$ cat src/rtl/hazard_ctrl_pkg.sv
// Shared definitions for the pipeline hazard sequencer: FSM encoding,
// register-file constants and the wait-counter width.
package hazard_ctrl_pkg;

  localparam int unsigned REG_W  = 5;
  localparam int unsigned WAIT_W = 16;

  localparam logic [REG_W-1:0] REG_X0 = REG_W'(0);

  typedef enum logic [1:0] {
    RUN       = 2'd0,
    DMEM_WAIT = 2'd1,
    ERR       = 2'd2
  } fsm_e;

  // Load in ID/EX writes a register the IF/ID instruction is about to read.
  function automatic logic load_use_hazard(
    input logic             memread,
    input logic [REG_W-1:0] wr_reg,
    input logic [REG_W-1:0] rs1,
    input logic [REG_W-1:0] rs2,
    input logic             uses_rs2
  );
    return memread && (wr_reg != REG_X0) &&
           ((wr_reg == rs1) || (uses_rs2 && (wr_reg == rs2)));
  endfunction

endpackage

$ cat src/rtl/hazard_ctrl.sv
// Central 5-stage pipeline sequencer: load-use stalls, branch flushes,
// fetch-miss bubbles, data-memory freeze with timeout, perf counters.
module hazard_ctrl
  import hazard_ctrl_pkg::*;
#(
  parameter int unsigned MEM_TIMEOUT = 255,
  parameter int unsigned CNT_W       = 16
) (
  input  logic             clk,
  input  logic             rst,
  input  logic [REG_W-1:0] IF_ID_rs1,
  input  logic [REG_W-1:0] IF_ID_rs2,
  input  logic             IF_ID_uses_rs2,
  input  logic             ID_EX_memread,
  input  logic [REG_W-1:0] ID_EX_wr_reg,
  input  logic             EX_branch_taken,
  input  logic             EX_MEM_memreq,
  input  logic             dmem_ready,
  input  logic             imem_ready,
  output logic             pc_write,
  output logic             IF_ID_write,
  output logic             IF_ID_flush,
  output logic             stall,
  output logic             ID_EX_flush,
  output logic             pipe_freeze,
  output logic             mem_err,
  output logic [CNT_W-1:0] stall_cnt,
  output logic [CNT_W-1:0] flush_cnt
);

  fsm_e              state, state_nxt;
  logic [WAIT_W-1:0] wait_cnt, wait_cnt_nxt;
  logic              load_use;
  logic              front_active;
  logic              flush_evt;
  logic              stall_evt;

  assign load_use = load_use_hazard(ID_EX_memread, ID_EX_wr_reg, IF_ID_rs1,
                                    IF_ID_rs2, IF_ID_uses_rs2);

  // State register
  always_ff @(posedge clk or posedge rst) begin
    if (rst) begin
      state    <= RUN;
      wait_cnt <= '0;
    end else begin
      state    <= state_nxt;
      wait_cnt <= wait_cnt_nxt;
    end
  end

  // Next state and zero-latency pipeline controls
  always_comb begin
    state_nxt    = state;
    wait_cnt_nxt = wait_cnt;
    pc_write     = 1'b1;
    IF_ID_write  = 1'b1;
    IF_ID_flush  = 1'b0;
    stall        = 1'b0;
    ID_EX_flush  = 1'b0;
    pipe_freeze  = 1'b0;
    flush_evt    = 1'b0;
    front_active = 1'b0;

    unique case (state)
      RUN: begin
        if (EX_MEM_memreq && !dmem_ready) begin
          pipe_freeze  = 1'b1;
          state_nxt    = DMEM_WAIT;
          wait_cnt_nxt = WAIT_W'(1);
        end else begin
          front_active = 1'b1;
        end
      end
      DMEM_WAIT: begin
        if (dmem_ready) begin
          front_active = 1'b1;
          state_nxt    = RUN;
          wait_cnt_nxt = '0;
        end else begin
          pipe_freeze = 1'b1;
          if (wait_cnt == WAIT_W'(MEM_TIMEOUT)) begin
            state_nxt = ERR;
          end else begin
            wait_cnt_nxt = wait_cnt + WAIT_W'(1);
          end
        end
      end
      ERR: begin
        pipe_freeze = 1'b1;
      end
      default: begin
        state_nxt    = RUN;
        wait_cnt_nxt = '0;
      end
    endcase

    if (pipe_freeze) begin
      pc_write    = 1'b0;
      IF_ID_write = 1'b0;
    end else if (front_active) begin
      // Redirect beats load-use and fetch miss: the younger work is discarded anyway
      if (EX_branch_taken) begin
        IF_ID_flush = 1'b1;
        ID_EX_flush = 1'b1;
        flush_evt   = 1'b1;
      end else if (load_use) begin
        stall       = 1'b1;
        pc_write    = 1'b0;
        IF_ID_write = 1'b0;
      end else if (!imem_ready) begin
        pc_write    = 1'b0;
        IF_ID_flush = 1'b1;
      end
    end

    if (rst) begin
      pc_write    = 1'b0;
      IF_ID_write = 1'b0;
      IF_ID_flush = 1'b0;
      stall       = 1'b0;
      ID_EX_flush = 1'b0;
      pipe_freeze = 1'b0;
      flush_evt   = 1'b0;
    end
  end

  assign stall_evt = stall || pipe_freeze;

  // Sticky timeout flag, one cycle behind the ERR entry
  always_ff @(posedge clk or posedge rst) begin
    if (rst) begin
      mem_err <= 1'b0;
    end else if (state == ERR) begin
      mem_err <= 1'b1;
    end
  end

  // Saturating stall/freeze counter
  always_ff @(posedge clk or posedge rst) begin
    if (rst) begin
      stall_cnt <= '0;
    end else if (stall_evt && (stall_cnt != {CNT_W{1'b1}})) begin
      stall_cnt <= stall_cnt + CNT_W'(1);
    end
  end

  // Saturating taken-branch flush counter
  always_ff @(posedge clk or posedge rst) begin
    if (rst) begin
      flush_cnt <= '0;
    end else if (flush_evt && (flush_cnt != {CNT_W{1'b1}})) begin
      flush_cnt <= flush_cnt + CNT_W'(1);
    end
  end

endmodule

$ cat config.mk
export PLATFORM = sky130hd
export DESIGN_NAME = hazard_ctrl
export DESIGN_NICKNAME = d
export VERILOG_FILES = /design/src/rtl/hazard_ctrl_pkg.sv /design/src/rtl/hazard_ctrl.sv
export SDC_FILE = /design/constraint.sdc
export NUM_CORES = 1
export LEC_CHECK = 0
export BUFFER_PORTS_ARGS = -buffer_cell sky130_fd_sc_hd__buf_2
export CORE_AREA = 4 4 88 90
export DETAILED_ROUTE_END_ITERATION = 12
export DIE_AREA = 0 0 92 94
export GPL_TIMING_DRIVEN = 1
export PLACE_DENSITY_LB_ADDON = 0.1
export SYNTH_ARGS = -nofsm -noshare
export SYNTH_HDL_FRONTEND = slang
export SYNTH_SLANG_ARGS = --single-unit
$ cat constraint.sdc
create_clock -name clk -period 2.6 [get_ports clk]
set_input_delay 0.26 -clock clk [delete_from_list [all_inputs] [get_ports clk]]
set_output_delay 0.26 -clock clk [all_outputs]
set_load 0.01 [all_outputs]
==> results of run 1 <==
==> report_power, final <==
part | total [uW] | internal [uW] | switching [uW] | leakage, uW
Clock | 595 | 317 | 278 | 0.0000618
Sequential | 1040 | 896 | 146 | 0.000657
Combinational | 435 | 201 | 234 | 0.000814
Total | 2070 | 1410 | 658 | 0.00153
==> flip-flops by register name, indices dropped and copies added (netlist names) <==
signal and cells:
state 2, mem_err 1, stall_cnt 16, wait_cnt 16, flush_cnt 16
==> per-stage QoR <==
step                        util  instance area (sq um)  hold slack, ns
final                     0.4672                   3298          0.1817
after global routing      0.4672                   3298          0.2481
after CTS                 0.4672                   3298          0.2014
after detailed placement  0.4500                   3177          0.4575
after global placement    0.4500                   3177          0.4501
after floorplan                -                   2744          0.4665
==> cell usage after synthesis <==
library cell	count	share of area
or3_1	6	0.014
nand4_1	11	0.025
a21oi_1	5	0.0091
and2_1	1	0.0023
o22a_4	1	0.0064
o21a_1	2	0.0055
nor2_1	35	0.048
nor4b_4	1	0.0087
nor2b_2	1	0.0032
a22o_1	1	0.0032
o2111ai_1	1	0.0032
inv_1	9	0.012
ha_1	3	0.014
nor4_1	9	0.021
xor2_1	31	0.099
clkbuf_1	4	0.0055
xnor2_1	20	0.064
o22ai_1	1	0.0023
dfrtp_1	51	0.47
a32oi_1	1	0.0032
or2_2	3	0.0068
buf_6	1	0.0041
and3_1	6	0.014
nor4b_1	1	0.0032
nor3_1	13	0.024
o21ba_1	1	0.0036
o21ai_1	1	0.0018
nand3_1	19	0.035
and4_1	4	0.013
mux2_2	1	0.0041
or4_1	1	0.0027
nor4_4	1	0.0078
o211ai_1	1	0.0027
nand2_1	27	0.037
o211a_1	1	0.0036
nor3b_1	1	0.0027
nand2b_1	3	0.0068
o21ai_0	8	0.015
==> path summary, 6_finish.rpt <==
kind / start / endpoint / slack [ns] / cells past startpoint
max: state[0]$_DFFE_PP0P_ / stall_cnt[1]$_DFFE_PP0P_ / 0.35 / 6
min: rst / stall_cnt[4]$_DFFE_PP0P_ / 0.18 / 3
max reg2reg: state[0]$_DFFE_PP0P_ / stall_cnt[1]$_DFFE_PP0P_ / 0.35 / 6
min reg2reg: mem_err$_DFFE_PP0P_ / mem_err$_DFFE_PP0P_ / 0.48 / 1
max in group asynchronous: rst / flush_cnt[14]$_DFFE_PP0P_ / 2.00 / 3
min in group clk: dmem_ready / state[1]$_DFFE_PP0P_ / 0.34 / 4
==> cell usage in the layout, fill, tap and decap left out, types with 2 or more instances in the layout <==
cell type,n
nand4_1,11
and4_1,4
nor3_1,13
clkbuf_8,6
dfrtp_1,51
ha_1,3
or2_2,3
or3_1,6
nor4_1,9
o21a_1,2
o21ai_0,8
inv_1,8
xor2_1,31
nand3_1,19
nand2b_1,3
buf_2,61
xnor2_1,20
buf_4,4
and3_1,6
nor2_1,35
nand2_1,27
a21oi_1,5
==> cell type report <==
cell class	instances	area [sq um]
timing repair buffer	65	335.3
clock inverter	2	38.79
fill	705	3761
multi-input combinational	222	1408
tap	99	123.9
sequential	51	1276
inverter	9	33.78
clock buffer	6	82.58
==> logic make-up after synthesis <==
kind of cell / Yosys count / synth area share
buffers and inverters: 14 / 0.02189
AOI/OAI and AO/OA: 24 / 0.05928
xor gates and xnor gates: 51 / 0.1628
muxes: 1 / 0.004104
and+or+nand+nor: 143 / 0.2731
adders and majority gates: 3 / 0.01368
DFF: 51 / 0.4651
==> critical path: stages, from the launching register on <==
cell and delay, ns:
dfrtp_1 0.39, o21ba_1 0.21, or3_1 0.33, or3_1 0.40, o22a_4 0.29, nor2b_2 0.18
mux2_2 0.35
==> layer usage <==
layer  track usage  share of wire  wire length [um]
met5             0              0                 0
met4       0.05074          0.012                73
met3       0.02804          0.041               243
met1        0.2061           0.50              2944
met2        0.2263           0.45              2629
==> results.md, run 1 <==
* Drt first pass iters at 4
* Setup tns final at 0 ns
* Root buffer cell: clkbuf_8
* # nets final at 380
* Share of cells above drive strength 1 at 0.2310
* Cell Count, Final, Fillers Out at 454
* Post-CTS Resized at 0
* Setup Fix Bufs, Post-CTS at 0
* Die area at 8648 sq um
* First-pass GRT wire length at 10280 um
* Final wirelength at 5891 um
* Yosys reg bits at 51
* Fin. Hold Viols at 0
* Avg WL per Cell at 12.98 um
* Mapped Nets at 313
* Crit share post-route at 0.8663
* Sequential area share after synthesis at 0.4651
* Fin worst setup slack at 0.3477 ns
* Routed vias/inst at 4.905
* Total global-route track usage at 0.1466
* WP data required at 2.80 ns
* Initial core utilization at 0.3887
* Status: finished, final reports clean
* Pin count of the biggest net entering global routing at 52
* Dpl hpwl at 4357 um
* Number of port buffers at 61
* Hold/Removal Path Class: in -> async
* Worst-Skew Late Latency at 0.31 ns
* Final ANT Viol Nets at 0
* # rows at 31
* Bufs on Longest Clock Path at 2
* Die width at 92 um
* Startpoint Class: flip-flop
* Clock skew at 0.008013 ns
* CP Max Fanout at 16
* Slew HR at 0.5460
* Avg Inst Size Synth at 9.561 sq um
* Leakage at 0.001533 uW
* Vias at 2227
* Number of diodes at 0
* Initial DRC Count at 106
* Pwr Density at 628.1 nW/um^2
* Final setup viols at 0
* Core Region at 7059 sq um
* Worst slew pin tran at 0.6739 ns
* Number of global-route vias before repair at 2227
* Distinct cell type count of the synthesized netlist at 38
* Design Power at 2072 uW
* Yosys warns at 0
* GRT overflow at 0
* Max-slew violation count at 0
* Clock transition at path regs at 0.10 ns
* Area growth, synth to finish at 20.20%
* CTS buffer count at 5
* Drt drc at 0
* Critical path class: reg -> reg
* Max VDD drop at 0.0004846 V
* CTS tree: built
* CP Capture Type: flip-flop
* Clk sinks at 51
* Dpl cells at 446
* Mapped Area at 2744 sq um
* Placer congestion estimate at 0.7926
* Die Y-Extent at 94 um
* Cells after Synth at 287
* Maximum clock frequency at 444.0 MHz
* Initial antenna violation count at 0
* Critical path data arrival time at 2.46 ns
* Cts hold-fix bufs at 0
* RSZ-0062 raised after global routing: no
* Fin crit period at 2.252 ns
* IO Pins at 62
* H-tree Lvls at 2
* Pre-CTS setup slack at 0.3679 ns
* Max-Cap Viols at 0
No activity file was read; power rests on OpenSTA's default activity.
==> run 2: changes to the inputs <==
--- a/config.mk
+++ b/config.mk
@@ -10,7 +10,7 @@
 export DETAILED_ROUTE_END_ITERATION = 12
 export DIE_AREA = 0 0 92 94
 export GPL_TIMING_DRIVEN = 1
-export PLACE_DENSITY_LB_ADDON = 0.1
+export PLACE_DENSITY = 0.65
 export SYNTH_ARGS = -nofsm -noshare
 export SYNTH_HDL_FRONTEND = slang
 export SYNTH_SLANG_ARGS = --single-unit
==> run 2 against run 1 <==
Clock power decreased by 21%. Clock skew decreased by 0.0020 ns. Sequential share of layout area increased by 0.27 points. Total power decreased by 5.5%. Maximum frequency increased by 1.2%. Final area decreased by 0.68%. First-iteration DRC count increased by 55%. Count of clock-buffer cells in the layout unchanged. Wire length increased by 1.8%. Sequential power about the same. Flip-flop and latch count unchanged. Via count increased by 1.8%. Critical path type unchanged.
==> results.md, run 2 (synthesized netlist as in run 1, its figures left out) <==
* CTS tree: built
* Pin count of the biggest net entering global routing at 52
* Core Region at 7059 sq um
* H-tree Lvls at 2
* Worst Path Buf+Inv at 0
* IO Pins at 62
* Startpoint Class: flip-flop
* Number of diodes at 0
* Setup tns final at 0 ns
* Drt first pass iters at 4
* Die width at 92 um
* Leakage at 0.001523 uW
* Crit share post-route at 0.8563
* Max-Cap Viols at 0
* Die area at 8648 sq um
* Max VDD drop at 0.0004106 V
* RSZ-0062 raised after global routing: no
* Initial core utilization at 0.3887
* Design Power at 1957 uW
* # rows at 31
* Fin worst setup slack at 0.3737 ns
* CP dominant cell by count: or3_1
* Routed vias/inst at 4.991
* Biggest regs: flush_cnt x16, stall_cnt x16, wait_cnt x16
* Slew HR at 0.5781
* Clock transition at path regs at 0.09 ns
* Crit path cell chain: o21ba_1 > or3_1 > or3_1 > o22a_4 > nor2b_2 > mux2_2
* Critical path class: reg -> reg
* Share of cells above drive strength 1 at 0.2310
* Number of global-route vias before repair at 2211
* Worst-Skew Late Latency at 0.30 ns
* Most common cell after layout, fill and taps aside: buf_2
* Final ANT Viol Nets at 0
* Critical-path top delay cell: dfrtp_1
* CP peak stage delay at 0.39 ns
* Worst slew pin tran at 0.6329 ns
* Total global-route track usage at 0.1481
* Vias at 2266
* Cell Count, Final, Fillers Out at 454
* Hold/Removal Path Class: in -> async
* Placer congestion estimate at 0.8832
* Pwr Density at 597.5 nW/um^2
* Fillers at 715
* Initial antenna violation count at 0
* GRT overflow at 0
* Dpl cells at 447
* Family with the most delay on the worst path: simple AND/OR/NAND/NOR gates
* Pre-CTS setup slack at 0.3879 ns
* First-pass GRT wire length at 10460 um
* Maximum clock frequency at 449.2 MHz
* Die Y-Extent at 94 um
* Clock skew at 0.006007 ns
* Status: finished, final reports clean
* Fin. Hold Viols at 0
* CP Max Fanout at 16
* Root buffer cell: clkbuf_8
* CP Capture Type: flip-flop
* Most frequent cells in the layout: 61 x buf_2, 51 x dfrtp_1, 35 x nor2_1, 31 x xor2_1, 27 x nand2_1
* Final wirelength at 5997 um
* Drt drc at 0
* Post-CTS Resized at 0
* Fin crit period at 2.226 ns
* WP data required at 2.79 ns
* Critical path data arrival time at 2.42 ns
* Max-slew violation count at 0
* # nets final at 381
* Setup Fix Bufs, Post-CTS at 0
* Bufs on Longest Clock Path at 2
* Dpl hpwl at 4510 um
* Area growth, synth to finish at 19.38%
* Cts hold-fix bufs at 0
* Initial DRC Count at 164
* Final setup viols at 0
* Avg WL per Cell at 13.21 um
* Clk sinks at 51
* Number of port buffers at 61
* CTS buffer count at 5
run 2: cell types whose count changed in the layout (fill, tap and decap cells not counted):
| cell | previous run | this run |
|---|---|---|
| buf_4 | 4 | 5 |
| bufinv_16 | 1 | 0 |
run 2: layout make-up:
type | instances | area, sq um | area share
well taps | 99 | 123.9 | 0.03782
inverters | 9 | 33.78 | 0.01031
clock buffers | 6 | 82.58 | 0.02521
repair buffers | 66 | 342.8 | 0.1047
clock inverters | 1 | 8.758 | 0.002674
multi-input cells | 222 | 1408 | 0.4297
flip-flops and latches | 51 | 1276 | 0.3896
run 2: final timing paths:
| kind | from | endpoint | slack [ns] | depth (start not counted) |
|---|---|---|---|---|
| setup / recovery | state[0]$_DFFE_PP0P_ | stall_cnt[1]$_DFFE_PP0P_ | 0.37 | 6 |
| max in group asynchronous | rst | wait_cnt[3]$_DFFE_PP0P_ | 2.00 | 3 |
| hold / removal | rst | stall_cnt[12]$_DFFE_PP0P_ | 0.18 | 3 |
| min in group clk | dmem_ready | state[1]$_DFFE_PP0P_ | 0.34 | 4 |
| setup reg to reg | state[0]$_DFFE_PP0P_ | stall_cnt[1]$_DFFE_PP0P_ | 0.37 | 6 |
| hold reg to reg | mem_err$_DFFE_PP0P_ | mem_err$_DFFE_PP0P_ | 0.48 | 1 |
run 2: per-layer routing:
metal	routed length (um)	vias to the layer above	global-route usage
met5	0	-	0
met4	78	0	0.04084
met3	315	8	0.03686
met2	2746	52	0.2348
met1	2856	1077	0.2022
li1	-	1129	-
run 2: stage by stage:
step	utilization	instance area, sq um	hold slack, ns
final	0.4640	3276	0.1843
after global routing	0.4640	3276	0.2508
after CTS	0.4640	3276	0.1999
after detailed placement	0.4511	3184	0.4593
after global placement	0.4511	3184	0.4472
after floorplan	-	2744	0.4665
run 2: worst min-delay path: stages:
cell   delay, ns
buf_2       0.14
inv_2       0.06
buf_4       0.52
run 2: power breakdown:
group | total, uW | internal (uW) | leakage, uW | switching, uW
clock network | 473 | 215 | 0.0000477 | 259
registers | 1050 | 895 | 0.000657 | 153
logic | 435 | 201 | 0.000818 | 234
total | 1960 | 1310 | 0.00152 | 646
